### config.mk
export PLATFORM = sky130hd
export DESIGN_NAME = alu_exec_ctrl_flat
export DESIGN_NICKNAME = d
export VERILOG_FILES = /design/src/rtl/alu_exec_ctrl_if.sv /design/src/rtl/alu_exec_ctrl.sv /design/src/flat_wrapper.sv
export SDC_FILE = /design/constraint.sdc
export NUM_CORES = 1
export LEC_CHECK = 0
export CORE_MARGIN = 1
export CORE_UTILIZATION = 50
export DETAILED_ROUTE_END_ITERATION = 6
export GPL_ROUTABILITY_DRIVEN = 0
export PLACE_DENSITY = 0.78
export SLEW_MARGIN = 5
export SYNTH_ARGS = -nofsm -noshare
export SYNTH_HDL_FRONTEND = slang
export SYNTH_SLANG_ARGS = --single-unit
### constraint.sdc
create_clock -name clk_i -period 2 [get_ports clk_i]
set_clock_uncertainty 0.05 [all_clocks]
set_input_delay 0.4 -clock clk_i [delete_from_list [all_inputs] [get_ports clk_i]]
set_output_delay 0.4 -clock clk_i [all_outputs]
set_load 0.03 [all_outputs]
### src/rtl/alu_exec_ctrl_if.sv
`default_nettype none
// ============================================================================
// Module : alu_exec_ctrl_if
// Brief  : Instruction handshake, ALU operand/result bus and debug read port
// Rev    : 1.0  initial release
// ============================================================================
interface alu_exec_ctrl_if #(
    parameter int DW = 8
);
    logic          instr_valid;
    logic [15:0]   instr;
    logic          instr_ready;
    logic [DW-1:0] x;
    logic [DW-1:0] y;
    logic          sel;
    logic [DW-1:0] data_out;
    logic          cnext;
    logic          c_flag;
    logic          done;
    logic [1:0]    rd_sel;
    logic [DW-1:0] rd_data;

    modport slave (
        input  instr_valid, instr, data_out, cnext, rd_sel,
        output instr_ready, x, y, sel, c_flag, done, rd_data
    );

    modport master (
        output instr_valid, instr, data_out, cnext, rd_sel,
        input  instr_ready, x, y, sel, c_flag, done, rd_data
    );
endinterface
`default_nettype wire

### src/rtl/alu_exec_ctrl.sv
`default_nettype none
// ============================================================================
// Module : alu_exec_ctrl
// Brief  : Execute-stage sequencer feeding a combinational ALU from a 4x8 RF
// Rev    : 1.0  initial release
// ============================================================================
module alu_exec_ctrl #(
    parameter int DW   = 8,
    parameter int NREG = 4
) (
    input  wire logic          clk_i,
    input  wire logic          rst_n_i,
    alu_exec_ctrl_if.slave     bus
);
    typedef enum logic [1:0] {
        ST_IDLE = 2'd0,
        ST_EXEC = 2'd1,
        ST_WB   = 2'd2
    } state_t;

    localparam logic [1:0] OP_LOADI = 2'b00;
    localparam logic [1:0] OP_ADD   = 2'b01;
    localparam logic [1:0] OP_SUB   = 2'b10;

    state_t        state_q, state_d;
    logic [1:0]    op_q;
    logic [1:0]    rd_q;
    logic [7:0]    imm_q;
    logic [DW-1:0] regs_q [NREG];
    logic [DW-1:0] x_q, y_q, res_q;
    logic          sel_q, c_flag_q, cap_c_q;

    logic [1:0]    w_op_in;
    logic          w_in_is_alu;
    logic          w_accept;
    logic          w_op_is_alu;

    assign w_op_in     = bus.instr[15:14];
    assign w_in_is_alu = (w_op_in == OP_ADD) || (w_op_in == OP_SUB);
    assign w_accept    = (state_q == ST_IDLE) && bus.instr_valid;
    assign w_op_is_alu = (op_q == OP_ADD) || (op_q == OP_SUB);

    always_ff @(posedge clk_i) begin
        if (!rst_n_i) begin
            state_q <= ST_IDLE;
        end else begin
            state_q <= state_d;
        end
    end

    always_comb begin
        state_d = state_q;
        case (state_q)
            ST_IDLE: if (bus.instr_valid) state_d = w_in_is_alu ? ST_EXEC : ST_WB;
            ST_EXEC: state_d = ST_WB;
            ST_WB:   state_d = ST_IDLE;
            default: state_d = ST_IDLE;
        endcase
    end

    // Operands are sampled at accept, so RD may alias RA/RB safely.
    always_ff @(posedge clk_i) begin
        if (!rst_n_i) begin
            for (int i = 0; i < NREG; i++) regs_q[i] <= '0;
            op_q     <= '0;
            rd_q     <= '0;
            imm_q    <= '0;
            x_q      <= '0;
            y_q      <= '0;
            sel_q    <= 1'b0;
            res_q    <= '0;
            cap_c_q  <= 1'b0;
            c_flag_q <= 1'b0;
        end else begin
            if (w_accept) begin
                op_q  <= w_op_in;
                rd_q  <= bus.instr[13:12];
                imm_q <= bus.instr[7:0];
                if (w_in_is_alu) begin
                    x_q   <= regs_q[bus.instr[11:10]];
                    y_q   <= regs_q[bus.instr[9:8]];
                    sel_q <= w_op_in[1];
                end
            end
            if (state_q == ST_EXEC) begin
                res_q   <= bus.data_out;
                cap_c_q <= bus.cnext;
            end
            if (state_q == ST_WB) begin
                if (op_q == OP_LOADI) begin
                    regs_q[rd_q] <= DW'(imm_q);
                end else if (w_op_is_alu) begin
                    regs_q[rd_q] <= res_q;
                    c_flag_q     <= cap_c_q;
                end
            end
        end
    end

    assign bus.instr_ready = (state_q == ST_IDLE);
    assign bus.done        = (state_q == ST_WB);
    assign bus.x           = x_q;
    assign bus.y           = y_q;
    assign bus.sel         = sel_q;
    assign bus.c_flag      = c_flag_q;
    assign bus.rd_data     = regs_q[bus.rd_sel];
endmodule
`default_nettype wire
### src/flat_wrapper.sv
// flat-port wrapper written by rule: the top's interface ports become plain ports
module alu_exec_ctrl_flat 
#(
    parameter int DW   = 8,
    parameter int NREG = 4
)
  (clk_i, rst_n_i, bus_instr_valid, bus_instr, bus_data_out, bus_cnext, bus_rd_sel, bus_instr_ready, bus_x, bus_y, bus_sel, bus_c_flag, bus_done, bus_rd_data);
  alu_exec_ctrl_if #(.DW(DW)) bus_i ();
  input  wire logic clk_i;
  input  wire logic rst_n_i;
  input wire logic [$bits(bus_i.instr_valid)-1:0] bus_instr_valid;
  input wire logic [$bits(bus_i.instr)-1:0] bus_instr;
  input wire logic [$bits(bus_i.data_out)-1:0] bus_data_out;
  input wire logic [$bits(bus_i.cnext)-1:0] bus_cnext;
  input wire logic [$bits(bus_i.rd_sel)-1:0] bus_rd_sel;
  output wire logic [$bits(bus_i.instr_ready)-1:0] bus_instr_ready;
  output wire logic [$bits(bus_i.x)-1:0] bus_x;
  output wire logic [$bits(bus_i.y)-1:0] bus_y;
  output wire logic [$bits(bus_i.sel)-1:0] bus_sel;
  output wire logic [$bits(bus_i.c_flag)-1:0] bus_c_flag;
  output wire logic [$bits(bus_i.done)-1:0] bus_done;
  output wire logic [$bits(bus_i.rd_data)-1:0] bus_rd_data;
  assign bus_i.instr_valid = bus_instr_valid;
  assign bus_i.instr = bus_instr;
  assign bus_i.data_out = bus_data_out;
  assign bus_i.cnext = bus_cnext;
  assign bus_i.rd_sel = bus_rd_sel;
  assign bus_instr_ready = bus_i.instr_ready;
  assign bus_x = bus_i.x;
  assign bus_y = bus_i.y;
  assign bus_sel = bus_i.sel;
  assign bus_c_flag = bus_i.c_flag;
  assign bus_done = bus_i.done;
  assign bus_rd_data = bus_i.rd_data;
  alu_exec_ctrl #(.DW(DW), .NREG(NREG)) u_core (.clk_i(clk_i), .rst_n_i(rst_n_i), .bus(bus_i));
endmodule
# Word-level counts from Yosys, hierarchy flattened
# Memory sizes are Yosys's and may differ from the RTL's. A register that Yosys moved wholly into a read port is not among the register bits.
# Cells that the tools add are included.
# word_totals
register_bits	25
ramBits	32
in_bits	30
out_inout_bits	28
word_cells	45
memories	1
# memory_table
name	words	width	read_ports	rd_ports_with_merged_regs	write_ports	line	text
u_core.regs_q	4	8	3	2	4	alu_exec_ctrl.sv:29	logic [DW-1:0] regs_q [NREG];
# classes
n_eq_ne	7
muxes	17
bitwise_logic	2
n_reduce_logical	10
# ops
operator	n
two-way mux 8 bit	2
two-way mux 1 bit	11
OR reduction 8 bit	1
equality test 2 x 1 -> 1 bit (second input constant)	3
equality test 2 bit (second input constant)	3
two-way mux 2 bit	3
logical NOT 2 bit	2
one-hot mux 2 bit (2 select lines)	1
AND reduction 3 bit	1
logical NOT 1 bit	2
logical OR 1 bit	2
inequality test 2 bit (second input constant)	1
AND reduction 2 bit	1
logical AND 1 bit	1
inverter 1 bit	1
OR 1 bit	1

# Depth between registers and ports, before layout
# Gate-level depths: netlist (run 1).
# depth
depth_word	10
depth_mapped	7

# Least setup slack after synthesis (run 1)
# No wires, ideal clock.
# synth_timing
path_kind	reg2reg
startpoint	reg u_core.op_q[0]
endpoint	mem u_core.regs_q[0][0], enable pin
t_arrival_ns	1.520
required_ns	1.649
slack_ns	0.129
path_stages_with_launch	8
path_buffers	2
period_less_slack_ns	1.871
path_cell_list	dfxtp_1 -> inv_1 -> ha_1 -> or2_2 -> clkbuf_1 -> nand4bb_1 -> buf_2 -> nand2_1
# synth_lines
element	line	text
from (decl)	alu_exec_ctrl.sv:26	logic [1:0] op_q;
from (signal assigned)	alu_exec_ctrl.sv:76	op_q <= w_op_in;
to (decl)	alu_exec_ctrl.sv:29	

# Final worst setup path (run 1)
# layout_timing
startpoint	in bus_rd_sel[0]
endpoint	out bus_rd_data[4]
# layout_via
elab_chain_cells	1
# layout_lines
element	line	text
from (decl)	flat_wrapper.sv:15	input wire logic [$bits(bus_i.rd_sel)-1:0] bus_rd_sel;
memory read (4 x 8 bit)	--	
to (decl)	flat_wrapper.sv:22	output wire logic [$bits(bus_i.rd_data)-1:0] bus_rd_data;
# No other way between the ends.

==> results_tabular.tex, run 1 <==
\begin{tabular}{lr}
\hline
Metric & Value \\
\hline
\multicolumn{2}{l}{\textbf{Status}} \\
\quad Status & finished, violations left \\
\quad Violated checks & design-rule violations \\
\multicolumn{2}{l}{\textbf{Logic synthesis}} \\
\quad Share of the yosys chip area belonging to registers & 0.531 \\
\quad Unique masters post-synth & 32 \\
\quad Synthesized netlist net count & 301 \\
\quad Most used standard cells in the synthesized netlist & sky130\_fd\_sc\_hd\_\_nand2\_1 (47), sky130\_fd\_sc\_hd\_\_dfxtp\_1 (41), sky130\_fd\_sc\_hd\_\_nor2\_1 (33) \\
\quad Primary FF master, synth & sky130\_fd\_sc\_hd\_\_dfxtp\_1 \\
\quad Number of cells produced by synthesis & 270 \\
\quad Dominant cells by area after synthesis & sky130\_fd\_sc\_hd\_\_edfxtp\_1 (29\%), sky130\_fd\_sc\_hd\_\_dfxtp\_1 (24\%), sky130\_fd\_sc\_hd\_\_mux4\_2 (16\%) \\
\quad Post-Synthesis Mean Instance Area & 12.4 um2 \\
\quad Number of enable-type register cells in the synthesized netlist & 32 \\
\quad Yosys warning total & 0 \\
\quad Cell with the most instances after synthesis & sky130\_fd\_sc\_hd\_\_nand2\_1 \\
\quad Cell type contributing the most total cell area after synthesis & sky130\_fd\_sc\_hd\_\_edfxtp\_1 \\
\quad Area share of the leading cell type in the synthesized netlist & 0.286 \\
\quad Synth Cell Area & 3360 um2 \\
\quad FF+latch count, synth & 73 \\
\quad Ys async rst share & 0 \\
\multicolumn{2}{l}{\textbf{Drt}} \\
\quad Post-route antenna net violation count & 0 \\
\quad Ratio of routed vias to standard cells & 5.51 \\
\quad Detailed Routing Iterations Pass 1 & 7 \\
\quad DR vias & 2303 \\
\quad Wire length after detailed routing & 6.41 mm \\
\quad Initial DRC Count & 136 \\
\quad Detail-routed net length per standard cell & 15.3 um \\
\quad Post-detailed-route DRC marker count & 14 \\
\multicolumn{2}{l}{\textbf{Critical path}} \\
\quad Crit Path Category & primary input to output pin \\
\quad Stage delay of the slowest cell on the critical path & 500 ps \\
\quad List of cells traversed by the critical path & dlygate4sd2\_1 -> buf\_12 -> mux4\_2 -> buf\_4 \\
\quad CP arrival & 1490 ps \\
\quad Family with the most delay on the worst path & buffers and inverters \\
\quad Worst-case register-to-register setup slack & 210 ps \\
\quad CP Capture Type & output pin \\
\quad Slowest cell on the critical path & sky130\_fd\_sc\_hd\_\_mux4\_2 \\
\quad Crit path launch type & primary input \\
\quad R2r endpoint & u\_core.regs\_q[2][0] \\
\quad Buffers \& Inverters on Critical Path & 3 \\
\quad Worst endpoint required time & 1550 ps \\
\quad Logic depth of the worst register-to-register path & 6 \\
\quad Reg-to-Reg Start & u\_core.op\_q[0] \\
\quad Maximum fanout count along the critical path & 8 \\
\multicolumn{2}{l}{\textbf{Final layout}} \\
\quad Count of fill cells added during filler insertion & 472 \\
\quad Fin area & 4280 um2 \\
\quad Diodes inserted & 0 \\
\quad Total Nets Final & 368 \\
\quad Fraction of final layout cells sized beyond drive strength 1 & 0.202 \\
\quad Layout-stage area growth over the synthesis result & 27.5\% \\
\multicolumn{2}{l}{\textbf{STA}} \\
\quad Number of endpoints with negative hold slack in the final report & 0 \\
\quad Max-slew violation count & 0 \\
\quad Setup repair after global routing missed its margin & false \\
\quad Setup violations, final & 0 \\
\quad Max-slew headroom at the worst pin & 0.492 \\
\quad Slew @ Worst Pin & 758 ps \\
\quad Peak Freq & 516 MHz \\
\quad Final min period & 1940 ps \\
\quad Tcrit/Tclk final & 0.969 \\
\quad Hold slack final & 413 ps \\
\multicolumn{2}{l}{\textbf{Die}} \\
\quad Full die area & 7050 um2 \\
\quad Die Y-Extent & 84.0 um \\
\quad Initial standard-cell utilization of the core & 0.523 \\
\quad Count of standard-cell rows & 29 \\
\quad Core area & 6420 um2 \\
\quad Chip width & 84.0 um \\
\quad Ports placed on the boundary & 58 \\
\multicolumn{2}{l}{\textbf{Run}} \\
\quad Max Cap Viol & 0 \\
\multicolumn{2}{l}{\textbf{GRT}} \\
\quad Aggregate global routing overflow & 0 \\
\quad Total GRT Usage & 0.197 \\
\quad Global-route wire length before repair & 10.7 mm \\
\quad Pin count of the biggest net entering global routing & 27 \\
\quad Initial antenna violation count & 0 \\
\quad Vias in the first global route & 2247 \\
\multicolumn{2}{l}{\textbf{CTS}} \\
\quad CTS tree & done \\
\quad Clock latency at the later pin of the worst-skew pair & 330 ps \\
\quad Sinks on the clock net & 73 \\
\quad CTS clk-pin slew, worst paths & 60 ps \\
\quad Number of buffers inserted during clock tree synthesis & 9 \\
\quad Clock Tree Root & sky130\_fd\_sc\_hd\_\_clkbuf\_8 \\
\quad Number of buffers on the longest clock path & 2 \\
\quad Setup fix buffers added after clock tree synthesis & 0 \\
\quad Maximum level of the CTS H-tree & 3 \\
\multicolumn{2}{l}{\textbf{Min path}} \\
\quad Terminating pin of the worst hold path & u\_core.imm\_q[2] \\
\quad Source of the worst hold timing path & u\_core.imm\_q[2] \\
\quad Kind of path behind the tightest hold check & flip-flop to flip-flop \\
\quad Worst Hold Path Cells & 2 \\
\multicolumn{2}{l}{\textbf{Place}} \\
\quad Area of placed instances & 4160 um2 \\
\quad Buffers added on ports & 57 \\
\quad Final HPWL from detailed placement & 4.95 mm \\
\multicolumn{2}{l}{\textbf{Power and ir drop}} \\
\quad Worst voltage drop across the vdd grid & 466 uV \\
\quad Cell leakage power & 1.61 nW \\
\quad Power density over the cells & 736 nW/um2 \\
\hline
\end{tabular}
==> tightest hold or removal path, delay by kind of cell, from the launching register on <==
family / cells / cell delay (ps)
and+or+nand+nor: 1 / 40
DFF: 1 / 310
AOI/OAI and AO/OA: 1 / 60
==> flip-flops by register name, indices dropped and copies added, names as in the netlist <==
register / cells
u_core.bus.c_flag: 1
u_core.bus.sel: 1
u_core.bus.x: 8
u_core.bus.y: 8
u_core.cap_c_q: 1
u_core.imm_q: 8
u_core.op_q: 2
u_core.rd_q: 2
u_core.regs_q: 32
u_core.res_q: 8
u_core.state_q: 2
==> how the worst max path moves through the flow <==
stage | from | endpoint | slack [ps] | cells past startpoint
floorplan | u_core.op_q[0] | u_core.regs_q[0][0] | 130 | 7
global placement | bus_rd_sel[0] | bus_rd_data[0] | -610 | 4
detailed placement | bus_rd_sel[0] | bus_rd_data[0] | -630 | 4
CTS | bus_rd_sel[0] | bus_rd_data[7] | 50 | 4
global route | bus_rd_sel[0] | bus_rd_data[6] | 20 | 4
finish | bus_rd_sel[0] | bus_rd_data[4] | 60 | 4
==> where the power goes <==
group	switching, mW	internal, mW
registers	0.0486	1.63
logic	0.254	0.270
clock network	0.473	0.478
==> layer usage <==
layer	GRT usage	vias up	routed length, um
met5	0	-	0
li1	-	1118	-
met1	0.237	1096	2750
met3	0.0613	2	408
met2	0.343	87	3230
met4	0.0533	0	23
==> cell usage in the layout, fill, tap and decap left out, drive strengths merged, types with 2 or more instances in the layout <==
cell and count:
buf 28, nand4b 3, a21boi 22, clkbuf 14
nor2 33, dfxtp 41, a22o 16, nand2 47
mux4 24, o21bai 2, mux2i 9, dlygate4sd2 4
clkdlybuf4s50 45, nor2b 3, edfxtp 32, and3b 2
inv 3
==> cell type report <==
| cell class | instances | area [um2] | area share |
|---|---|---|---|
| clock buffer | 14 | 153 | 0.0357 |
| sequential | 73 | 1780 | 0.416 |
| timing repair buffer | 77 | 793 | 0.185 |
| multi-input combinational | 173 | 1440 | 0.337 |
| tap | 77 | 96.3 | 0.0225 |
| inverter | 3 | 11.3 | 0.00263 |
| clock inverter | 1 | 5.00 | 0.00117 |
==> stage by stage <==
| stage | instances | TNS (ps) | utilization | total power [mW] | setup slack (ps) |
|---|---|---|---|---|---|
| 4_1_cts | 418 | 0 | 0.667 | 3.18 | 50.5 |
| 3_5_place_dp | 403 | -5520 | 0.648 | 2.25 | -634 |
| 2_1_floorplan | 270 | 0 | - | 2.02 | 129 |
| 3_3_place_gp | 403 | -5030 | 0.648 | 2.24 | -609 |
| 6_report | 418 | 0 | 0.667 | 3.15 | 62.8 |
| 5_1_grt | 418 | 0 | 0.667 | 3.28 | 17.6 |
==> logic make-up (layout without fill, tap and decap cells) <==
| logic type | Yosys count | in the layout | synth area share |
|---|---|---|---|
| AND/OR/NAND/NOR | 97 | 97 | 0.136 |
| flip-flops | 73 | 73 | 0.531 |
| AO/OA/AOI/OAI | 41 | 41 | 0.0995 |
| multiplexers | 33 | 33 | 0.188 |
| buffers and inverters | 24 | 95 | 0.0402 |
| adder cells (fa/ha/maj) | 1 | 1 | 0.00373 |
| XOR/XNOR | 1 | 1 | 0.00261 |
==> timing repair <==
action / in CTS / in global routing
hold endpoints to repair: 0 / 0
setup endpoints to repair: 10 / 0
hold buffers: 0 / 0
gates resized for setup: 46 / 0
(Power assumes the default switching activity.)
==> run 2, diff against run 1 <==
Settings changed: CORE_MARGIN 1 to default.
==> results of run 2 <==
Same layout as run 1: the final DEF is identical, and so are final timing and power.
==> run 3, diff against run 2 <==
Settings changed: CORE_UTILIZATION 50 to 55, CTS_BUF_LIST from default to sky130_fd_sc_hd__clkbuf_2, PLACE_DENSITY 0.78 to 0.85.
Clock period 2 ns to 2.4 ns, I/O delays scaled along.
==> run 3 against run 2 <==
The run now ends clean; clock power fell by 45%; power decreased by 26%; count of clock-buffer cells in the layout is 3 lower; sequential share of layout area grew 2.3 points; sequential power is 17% lower; setup slack lost 21 ps; largest cell class unchanged.
==> results_tabular.tex, run 3 (same netlist as run 1, synthesis figures left out) <==
\begin{tabular}{lr}
\hline
Metric & Value \\
\hline
\multicolumn{2}{l}{\textbf{GRT}} \\
\quad Aggregate global routing overflow & 0 \\
\quad Global-route wire length before repair & 10.8 mm \\
\quad Initial antenna violation count & 0 \\
\quad Vias in the first global route & 2235 \\
\quad Pin count of the biggest net entering global routing & 18 \\
\quad Total GRT Usage & 0.223 \\
\multicolumn{2}{l}{\textbf{Final layout}} \\
\quad Most common cell after layout, fill and taps aside & sky130\_fd\_sc\_hd\_\_clkdlybuf4s50\_1 \\
\quad Finished Core Util & 0.686 \\
\quad Layout-stage area growth over the synthesis result & 21.0\% \\
\quad Max FFs per register & 32 \\
\quad Fraction of final layout cells sized beyond drive strength 1 & 0.197 \\
\quad Total Nets Final & 361 \\
\quad Commonest cells after routing, fill and taps aside & sky130\_fd\_sc\_hd\_\_clkdlybuf4s50\_1 (48), sky130\_fd\_sc\_hd\_\_nand2\_1 (47), sky130\_fd\_sc\_hd\_\_dfxtp\_1 (40) \\
\quad Diodes inserted & 0 \\
\quad Top reg by flops & u\_core.regs\_q \\
\multicolumn{2}{l}{\textbf{STA}} \\
\quad Final min period & 2360 ps \\
\quad Slew @ Worst Pin & 722 ps \\
\quad Tcrit/Tclk final & 0.983 \\
\quad Setup violations, final & 0 \\
\quad Setup repair after global routing missed its margin & false \\
\quad Max-slew violation count & 0 \\
\quad Number of endpoints with negative hold slack in the final report & 0 \\
\quad Peak Freq & 424 MHz \\
\quad Final worst-path setup slack & 41.9 ps \\
\quad Max-slew headroom at the worst pin & 0.516 \\
\quad Hold slack final & 426 ps \\
\multicolumn{2}{l}{\textbf{Die}} \\
\quad Die Y-Extent & 80.1 um \\
\quad Chip width & 80.1 um \\
\quad Count of standard-cell rows & 28 \\
\quad Core area & 5920 um2 \\
\quad Initial standard-cell utilization of the core & 0.567 \\
\quad Ports placed on the boundary & 58 \\
\quad Full die area & 6420 um2 \\
\multicolumn{2}{l}{\textbf{Drt}} \\
\quad DR vias & 2318 \\
\quad Detailed Routing Iterations Pass 1 & 5 \\
\quad Initial DRC Count & 106 \\
\quad Ratio of routed vias to standard cells & 5.65 \\
\quad Wire length after detailed routing & 6.45 mm \\
\quad Detail-routed net length per standard cell & 15.7 um \\
\quad Post-detailed-route DRC marker count & 0 \\
\quad Post-route antenna net violation count & 0 \\
\multicolumn{2}{l}{\textbf{Critical path}} \\
\quad Maximum fanout count along the critical path & 8 \\
\quad Crit Path Category & primary input to output pin \\
\quad Logic depth of the worst register-to-register path & 6 \\
\quad Stage delay of the slowest cell on the critical path & 500 ps \\
\quad Worst-case register-to-register setup slack & 570 ps \\
\quad Crit path launch type & primary input \\
\quad Family with the most delay on the worst path & buffers and inverters \\
\quad Worst endpoint required time & 1870 ps \\
\quad Slowest cell on the critical path & sky130\_fd\_sc\_hd\_\_clkdlybuf4s50\_1 \\
\quad Reg-to-Reg Start & u\_core.op\_q[0] \\
\quad CP arrival & 1830 ps \\
\quad List of cells traversed by the critical path & clkdlybuf4s50\_1 -> buf\_12 -> mux4\_2 -> buf\_2 \\
\quad R2r endpoint & u\_core.regs\_q[2][1] \\
\quad Cell depth of the worst setup path & 4 \\
\quad Worst setup path end & bus\_rd\_data[0] \\
\quad Buffers \& Inverters on Critical Path & 3 \\
\quad Start point of the critical path & bus\_rd\_sel[0] \\
\quad CP Capture Type & output pin \\
\multicolumn{2}{l}{\textbf{Run}} \\
\quad Max Cap Viol & 0 \\
\multicolumn{2}{l}{\textbf{CTS}} \\
\quad Setup fix buffers added after clock tree synthesis & 0 \\
\quad CTS clk-pin slew, worst paths & 180 ps \\
\quad Clock latency at the later pin of the worst-skew pair & 460 ps \\
\quad CTS tree & done \\
\quad Number of buffers on the longest clock path & 2 \\
\quad Sinks on the clock net & 73 \\
\quad Clock Tree Root & sky130\_fd\_sc\_hd\_\_clkbuf\_2 \\
\quad Maximum level of the CTS H-tree & 3 \\
\quad Number of buffers inserted during clock tree synthesis & 9 \\
\quad Cells resized by post-CTS repair & 41 \\
\quad Hold\_buf cts & 0 \\
\multicolumn{2}{l}{\textbf{Power and ir drop}} \\
\quad Relative contribution of the clock network to total power & 0.226 \\
\quad Switching power as a share of total power & 0.274 \\
\quad Combinational share of power & 0.173 \\
\quad Worst voltage drop across the vdd grid & 319 uV \\
\quad Share of total power in sequential cells & 0.601 \\
\quad Internal Pwr Total & 1.69 mW \\
\quad Net switching power & 0.640 mW \\
\quad Cell leakage power & 1.52 nW \\
\quad Power density over the cells & 574 nW/um2 \\
\quad Total power & 2.33 mW \\
\multicolumn{2}{l}{\textbf{Place}} \\
\quad Final HPWL from detailed placement & 4.93 mm \\
\quad Buffers added on ports & 57 \\
\quad Post-Place Worst Slack & -392 ps \\
\multicolumn{2}{l}{\textbf{Min path}} \\
\quad Kind of path behind the tightest hold check & flip-flop to flip-flop \\
\multicolumn{2}{l}{\textbf{Status}} \\
\quad Status & finished clean \\
\hline
\end{tabular}
[run 3: worst min-delay path, stage by stage (launching register included)]
cell,delay (ps)
sky130_fd_sc_hd__dfxtp_1,350
sky130_fd_sc_hd__nand2_1,50
sky130_fd_sc_hd__a21boi_0,60
[run 3: metal layers]
layer,track usage,vias to the layer above,part of all wire
met1,0.273,1113,0.44
met4,0.0911,0,0.011
met2,0.386,85,0.49
li1,-,1110,-
met3,0.0398,10,0.054
met5,0,-,0
[run 3: power by group through the flow]
stage                     Clock [mW]  Combinational [mW]  Sequential, mW
after global routing           0.592               0.437            1.41
after detailed placement           0               0.419            1.43
after global placement             0               0.407            1.42
final                          0.526               0.404            1.40
after CTS                      0.540               0.409            1.40
after floorplan                    0               0.243            1.44
[run 3: worst min path at each step]
stage	from	end	slack, ps	depth (start not counted)
floorplan	u_core.res_q[5]	u_core.res_q[5]	390	2
global placement	u_core.imm_q[4]	u_core.imm_q[4]	400	2
detailed placement	u_core.imm_q[4]	u_core.imm_q[4]	410	2
CTS	u_core.op_q[0]	u_core.op_q[0]	430	2
global route	u_core.imm_q[0]	u_core.imm_q[0]	450	2
finish	u_core.imm_q[4]	u_core.imm_q[4]	430	2
[run 3: metrics by stage]
| stage | setup TNS, ps | cell area, um2 | cells |
|---|---|---|---|
| 6_report | 0 | 4060 | 410 |
| 5_1_grt | 0 | 4060 | 410 |
| 4_1_cts | 0 | 4060 | 410 |
| 3_5_place_dp | -3020 | 4020 | 394 |
| 3_3_place_gp | -2900 | 4020 | 394 |
| 2_1_floorplan | 0 | 3360 | 270 |
[run 3: final cells by class]
type                    count  area [um2]
multi-input cells         173        1440
clock inverters             5        22.5
flip-flops and latches     73        1780
repair buffers             70         656
clock buffers              11        55.1
fillers                   470        1860
inverters                   3        11.3
well taps                  75        93.8
